### src/rtl/board_pkg.sv
// board_pkg: shared cell codes, colours and addressing for the board renderer
package board_pkg;
  typedef enum logic [1:0] {WATER = 2'b00, SHIP = 2'b01, HIT = 2'b10, MISS = 2'b11} cell_code_t;
  localparam int BOARD_DIM = 8;
  localparam int ROW_LSB = 3;
  localparam int COL_LSB = 0;
  localparam logic [11:0] C_GRID = 12'h000;
  localparam logic [11:0] C_HIT = 12'hF00;
  localparam logic [11:0] C_MISS = 12'hFFF;
  localparam logic [11:0] C_SHIP = 12'h888;
  localparam logic [11:0] C_WATER = 12'h03F;
endpackage

### src/rtl/board_draw_delay_line.sv
// delay_line: resettable register chain used to keep bypassed signals aligned with the pipeline
module delay_line #(
  parameter int WIDTH = 1,
  parameter int CLK_DEL = 1
) (
  input logic clk,
  input logic rst,
  input logic [WIDTH-1:0] d,
  output logic [WIDTH-1:0] q
);
  logic [WIDTH-1:0] stage [CLK_DEL];
  // shift the input one stage per clock
  always_ff @(posedge clk) begin
    if (rst) begin
      for (int i = 0; i < CLK_DEL; i++) stage[i] <= '0;
    end else begin
      stage[0] <= d;
      for (int i = 1; i < CLK_DEL; i++) stage[i] <= stage[i-1];
    end
  end
  assign q = stage[CLK_DEL-1];
endmodule

### src/rtl/board_draw.sv
// board_draw: scans both boards with the raster, paints cell codes and counts hits per frame
module board_draw
  import board_pkg::*;
#(
  parameter int CELL_SIZE = 32,
  parameter int HOST_X = 64,
  parameter int GUEST_X = 384,
  parameter int BOARD_Y = 112,
  parameter int SHIPS_TOTAL = 4
) (
  input logic clk,
  input logic rst,
  input logic [10:0] hcount_in,
  input logic [10:0] vcount_in,
  input logic hsync_in,
  input logic vsync_in,
  input logic hblnk_in,
  input logic vblnk_in,
  input logic [11:0] rgb_in,
  output logic [5:0] ship_xy_host,
  output logic [5:0] ship_xy_guest,
  input logic [1:0] ship_code_host,
  input logic [1:0] ship_code_guest,
  output logic [10:0] hcount_out,
  output logic [10:0] vcount_out,
  output logic hsync_out,
  output logic vsync_out,
  output logic hblnk_out,
  output logic vblnk_out,
  output logic [11:0] rgb_out,
  output logic [2:0] hits_host,
  output logic [2:0] hits_guest,
  output logic host_sunk,
  output logic guest_sunk
);
  localparam int CELL_LOG2 = $clog2(CELL_SIZE);
  localparam int SPAN = BOARD_DIM * CELL_SIZE;
  localparam logic [10:0] HX0 = 11'(HOST_X);
  localparam logic [10:0] HX1 = 11'(HOST_X + SPAN);
  localparam logic [10:0] GX0 = 11'(GUEST_X);
  localparam logic [10:0] GX1 = 11'(GUEST_X + SPAN);
  localparam logic [10:0] BY0 = 11'(BOARD_Y);
  localparam logic [10:0] BY1 = 11'(BOARD_Y + SPAN);
  localparam logic [CELL_LOG2-1:0] HALF = {1'b1, {(CELL_LOG2-1){1'b0}}};
  localparam logic [2:0] SINK = 3'(SHIPS_TOTAL);
  logic in_v, in_h, in_g, grid, centre;
  logic [10:0] lx_h, lx_g, lx, ly;
  logic in_h1, in_g1, grid1, centre1;
  logic in_h2, in_g2, grid2, centre2;
  cell_code_t code_h2, code_g2, code;
  logic [11:0] rgb_d2, rgb_c;
  logic vs_prev, frame_end, cnt_h_ev, cnt_g_ev;
  logic [2:0] cnt_h, cnt_g;
  // region test and per-cell geometry for the current raster position
  always_comb begin
    in_v = vcount_in >= BY0 && vcount_in < BY1;
    in_h = in_v && hcount_in >= HX0 && hcount_in < HX1;
    in_g = in_v && hcount_in >= GX0 && hcount_in < GX1;
    lx_h = hcount_in - HX0;
    lx_g = hcount_in - GX0;
    ly = vcount_in - BY0;
    lx = in_h ? lx_h : lx_g;
    grid = lx[CELL_LOG2-1:0] == '0 || ly[CELL_LOG2-1:0] == '0;
    centre = lx[CELL_LOG2-1:0] == HALF && ly[CELL_LOG2-1:0] == HALF;
  end
  // S1 address/flag register and S2 code/flag register
  always_ff @(posedge clk) begin
    if (rst) begin
      ship_xy_host <= '0;
      ship_xy_guest <= '0;
      {in_h1, in_g1, grid1, centre1} <= '0;
      {in_h2, in_g2, grid2, centre2} <= '0;
      code_h2 <= WATER;
      code_g2 <= WATER;
    end else begin
      if (in_h) ship_xy_host <= {ly[CELL_LOG2+2:CELL_LOG2], lx_h[CELL_LOG2+2:CELL_LOG2]};
      if (in_g) ship_xy_guest <= {ly[CELL_LOG2+2:CELL_LOG2], lx_g[CELL_LOG2+2:CELL_LOG2]};
      {in_h1, in_g1, grid1, centre1} <= {in_h, in_g, grid, centre};
      {in_h2, in_g2, grid2, centre2} <= {in_h1, in_g1, grid1, centre1};
      code_h2 <= cell_code_t'(ship_code_host);
      code_g2 <= cell_code_t'(ship_code_guest);
    end
  end
  delay_line #(.WIDTH(26), .CLK_DEL(3)) u_timing (
    .clk(clk), .rst(rst),
    .d({hcount_in, vcount_in, hsync_in, vsync_in, hblnk_in, vblnk_in}),
    .q({hcount_out, vcount_out, hsync_out, vsync_out, hblnk_out, vblnk_out})
  );
  delay_line #(.WIDTH(12), .CLK_DEL(2)) u_rgb (.clk(clk), .rst(rst), .d(rgb_in), .q(rgb_d2));
  // colour priority: background outside boards, then grid, hit, miss, host ship, water
  always_comb begin
    code = in_h2 ? code_h2 : code_g2;
    rgb_c = !(in_h2 || in_g2) ? rgb_d2 :
            grid2 ? C_GRID :
            code == HIT ? C_HIT :
            code == MISS ? C_MISS :
            (code == SHIP && in_h2) ? C_SHIP : C_WATER;
    frame_end = vsync_out && !vs_prev;
    cnt_h_ev = centre2 && in_h2 && code_h2 == HIT;
    cnt_g_ev = centre2 && in_g2 && code_g2 == HIT;
  end
  // S3 pixel register, per-frame hit counters and frame-end latching
  always_ff @(posedge clk) begin
    if (rst) begin
      rgb_out <= '0;
      vs_prev <= 1'b0;
      {cnt_h, cnt_g, hits_host, hits_guest} <= '0;
      {host_sunk, guest_sunk} <= '0;
    end else begin
      rgb_out <= rgb_c;
      vs_prev <= vsync_out;
      if (frame_end) begin
        hits_host <= cnt_h;
        hits_guest <= cnt_g;
        host_sunk <= cnt_h >= SINK;
        guest_sunk <= cnt_g >= SINK;
        cnt_h <= '0;
        cnt_g <= '0;
      end else begin
        if (cnt_h_ev && cnt_h != 3'd7) cnt_h <= cnt_h + 3'd1;
        if (cnt_g_ev && cnt_g != 3'd7) cnt_g <= cnt_g + 3'd1;
      end
    end
  end
endmodule
### config.mk
export PLATFORM = sky130hd
export DESIGN_NAME = board_draw
export DESIGN_NICKNAME = d
export VERILOG_FILES = /design/src/rtl/board_pkg.sv /design/src/rtl/board_draw_delay_line.sv /design/src/rtl/board_draw.sv
export SDC_FILE = /design/constraint.sdc
export NUM_CORES = 1
export LEC_CHECK = 0
export BUFFER_PORTS_ARGS = -buffer_cell sky130_fd_sc_hd__buf_4
export CAP_MARGIN = 20
export CORE_ASPECT_RATIO = 2
export CORE_UTILIZATION = 49
export CTS_BUF_LIST = sky130_fd_sc_hd__clkbuf_16
export DETAILED_ROUTE_END_ITERATION = 6
export PLACE_DENSITY = 0.84
export SYNTH_ARGS = -nofsm -noshare
export SYNTH_HDL_FRONTEND = slang
export SYNTH_HIERARCHICAL = 1
export SYNTH_SLANG_ARGS = --single-unit
### constraint.sdc
create_clock -name clk -period 2.4 [get_ports clk]
set_clock_uncertainty 0.2 [all_clocks]
set_input_delay 0.48 -clock clk [delete_from_list [all_inputs] [get_ports clk]]
set_output_delay 0.48 -clock clk [all_outputs]
set_load 0.05 [all_outputs]
==> results.md <==
- Inst Count DP: 668
- Pleak: 2.74 nW
- Post-Syn Area: 5210 um^2
- Leading area contributor after synthesis: dfxtp_1
- P per Cell Area: 847 nW/um^2
- Root Buffer Master: clkbuf_16
- Gate power share: 0.061
- Slowest CP cell: nor4_1
- Area of the die: 11100 um^2
- Clock latency on the worst-skew pair: 0.41 ns
- Die Wd: 74.9 um
- Most common cell after layout, fill and taps aside: dfxtp_1
- Most frequent CP cell: buf_4
- Remaining DRCs: 0
- Most frequent cells in the layout: dfxtp_1, buf_4, nor2b_1
- Reg2Reg Depth: 6
- First-pass GRT wire length: 14000 um
- Crit path max fanout: 4
- Nature of the critical path endpoint: flip-flop
- Net Sw Power: 0.00128 W
- Crit-path max cell delay: 0.40 ns
- Layout cells sized above 1: 0.290
- Max clock buf depth: 2
- RePlAce Congestion: 0.891
- Clock share of power: 0.450
- Crit-path cells: buf_4 > nor4_1 > a31oi_1 > and3_1 > nor3b_4 > buf_4 > mux2i_1
- Int Power: 0.00413 W
- Max-cap violations: 0
- GRT Overall Usage: 0.170
- Total wire length: 8640 um
- # fillers: 860
- Slew margin rel.: 0.518
- Syn_nets: 531
- Final std cells w/o fill: 701
- Worst-Margin Slew: 0.720 ns
- Final Slew Violations: 0
- HPWL after DPL: 6300 um
- Total power: 0.00541 W
- # port buffers: 101
- CTS resizes: 0
- Hold path depth: 2
- Unrepaired setup endpoints after global routing: no
- Top Ports: 102
- Drt first-iter violations: 100
- Row cnt: 53
- Syn. warnings: 6
- Pin count of the biggest net entering global routing: 61
- Mean post-synth cell area: 10.9 um^2
- Post-synthesis sequential area ratio: 0.587
- Startpoint class of the critical path: primary input
- P&R area growth vs syn: 22.5%
- Min Tclk post-route: 1.92 ns
- CTS Sinks: 153
- Routed vias: 3214
- Vias in the first global route: 3206
- H-tree depth: 4
- Remaining antenna violation count: 0
- CTS buffer count: 17
- Status: complete, no violations
- Postcts setup bufs: 0
- CTS tree: built
- Fmax: 521 MHz
- WP data arrival: 2.05 ns
- Initial core utilization: 0.501
- HP Class: in2reg
- Fin nets: 603
- GR Overflow Total: 0
- Final Hold Viols: 0
- Seq pwr share: 0.489
- Clock slew at reported path FFs: 0.06 ns
- Final setup viols: 0
- Netlist cell types: 41
- Post-Synthesis Cells: 478
- Max IR drop VDD: 0.787 mV
- Net Sw Frac: 0.236
- Worst setup path category: in2reg
- Seq cells post-synth: 153
- Synth top area share: 0.587
- Tcrit/Tclk final: 0.800
- Core area: 10400 um^2
- Initial antenna violation count: 1
- Synth top area cells: dfxtp_1, nor2b_1, buf_4
- TNS Setup: 0 ns
- Die Y: 148 um
- First-pass iteration count of the detailed router: 4
- Vias per std cell: 4.58
- Wirelength per Cell: 12.3 um
- Hold bufs inserted after CTS: 0
- Required @ worst endpoint: 2.53 ns
## per-stage QoR
stage,instance area [um^2],hold slack (ns),worst slack [ns],util
floorplan,5210,0.211,0.0463,-
global placement,5830,0.218,0.0836,0.560
detailed placement,5830,0.218,0.0519,0.560
CTS,6380,0.0592,0.478,0.613
global route,6390,0.0646,0.411,0.613
finish,6390,0.0797,0.480,0.613
## cells in the mapped netlist, drive strengths merged
cell and number:
a2111oi 1, a211oi 3, a21bo 1, a21oi 23, a22oi 2, a311oi 1, a31o 1, a31oi 1
and2 1, and2b 4, and3 1, and3b 1, buf 49, clkbuf 8, dfxtp 153, ha 9
inv 7, mux2 2, mux2i 12, nand2 27, nand2b 16, nand3 3, nand3b 2, nand4 1
nor2 19, nor2b 112, nor3 1, nor3b 2, nor4 3, nor4b 1, nor4bb 2, o21ai 4
or3 1, xnor2 3, xor2 1
## flip-flops by register name (all words and copies together) (netlist names), 3 cells and up
signal	flops
cnt_g	3
cnt_h	3
hits_guest	3
hits_host	3
rgb_out	12
ship_xy_guest	6
ship_xy_host	6
u_rgb/stage	24
u_timing/stage	78
## power groups by stage
stage / Sequential (W) / Clock (W) / Combinational [W]
detailed placement: 0.00270 / 0 / 0.000333
floorplan: 0.00272 / 0 / 0.000207
CTS: 0.00265 / 0.00249 / 0.000334
global placement: 0.00270 / 0 / 0.000325
finish: 0.00265 / 0.00243 / 0.000331
global route: 0.00265 / 0.00261 / 0.000357
## logic make-up (layout without fill, tap and decap cells)
kind of cell               count (synthesis)  after routing  share of synthesized area
AOI/OAI and AO/OA                         37             37                     0.0449
xor gates and xnor gates                   4              4                    0.00672
adders and majority gates                  9              9                     0.0216
buffers and inverters                     64            149                     0.0811
DFF                                      153            153                      0.587
muxes                                     14             14                     0.0288
other                                      0              1                          0
and+or+nand+nor                          197            197                      0.229
## path summary, 6_finish.rpt
| path | from | to | slack, ns |
|---|---|---|---|
| min | vsync_in | u_timing/stage[0][2] | 0.08 |
| max reg2reg | cnt_h[1] | cnt_h[1] | 0.65 |
| min reg2reg | u_rgb/stage[0][9] | u_rgb/stage[0][21] | 0.23 |
| max | hcount_in[0] | ship_xy_host[2] | 0.48 |
## worst max-delay path, delay by kind of cell
family                 cells  cell delay, ns
AOI/OAI and AO/OA          1            0.15
buffers and inverters      2            0.29
muxes                      1            0.19
and+or+nand+nor            3            0.94
## cell type report
type                    count  area [um^2]  area share
multi-input cells         261         1730       0.271
inverters                   7         26.3     0.00411
diodes                      1         2.50    0.000392
repair buffers            110          838       0.131
clock buffers              17          425      0.0666
clock inverters            15          131      0.0206
flip-flops and latches    153         3060       0.480
well taps                 137          171      0.0268
## routing by layer
metal  track usage  vias to the layer above  routed length (um)  share of wire
li1              -                     1626                   -              -
met1         0.163                     1473                3180           0.37
met2         0.301                       94                4790           0.55
met3        0.0525                       21                 367          0.042
met4         0.102                        0                 301          0.035
met5             0                        -                   0              0
Power figures use the tool's default switching activity.
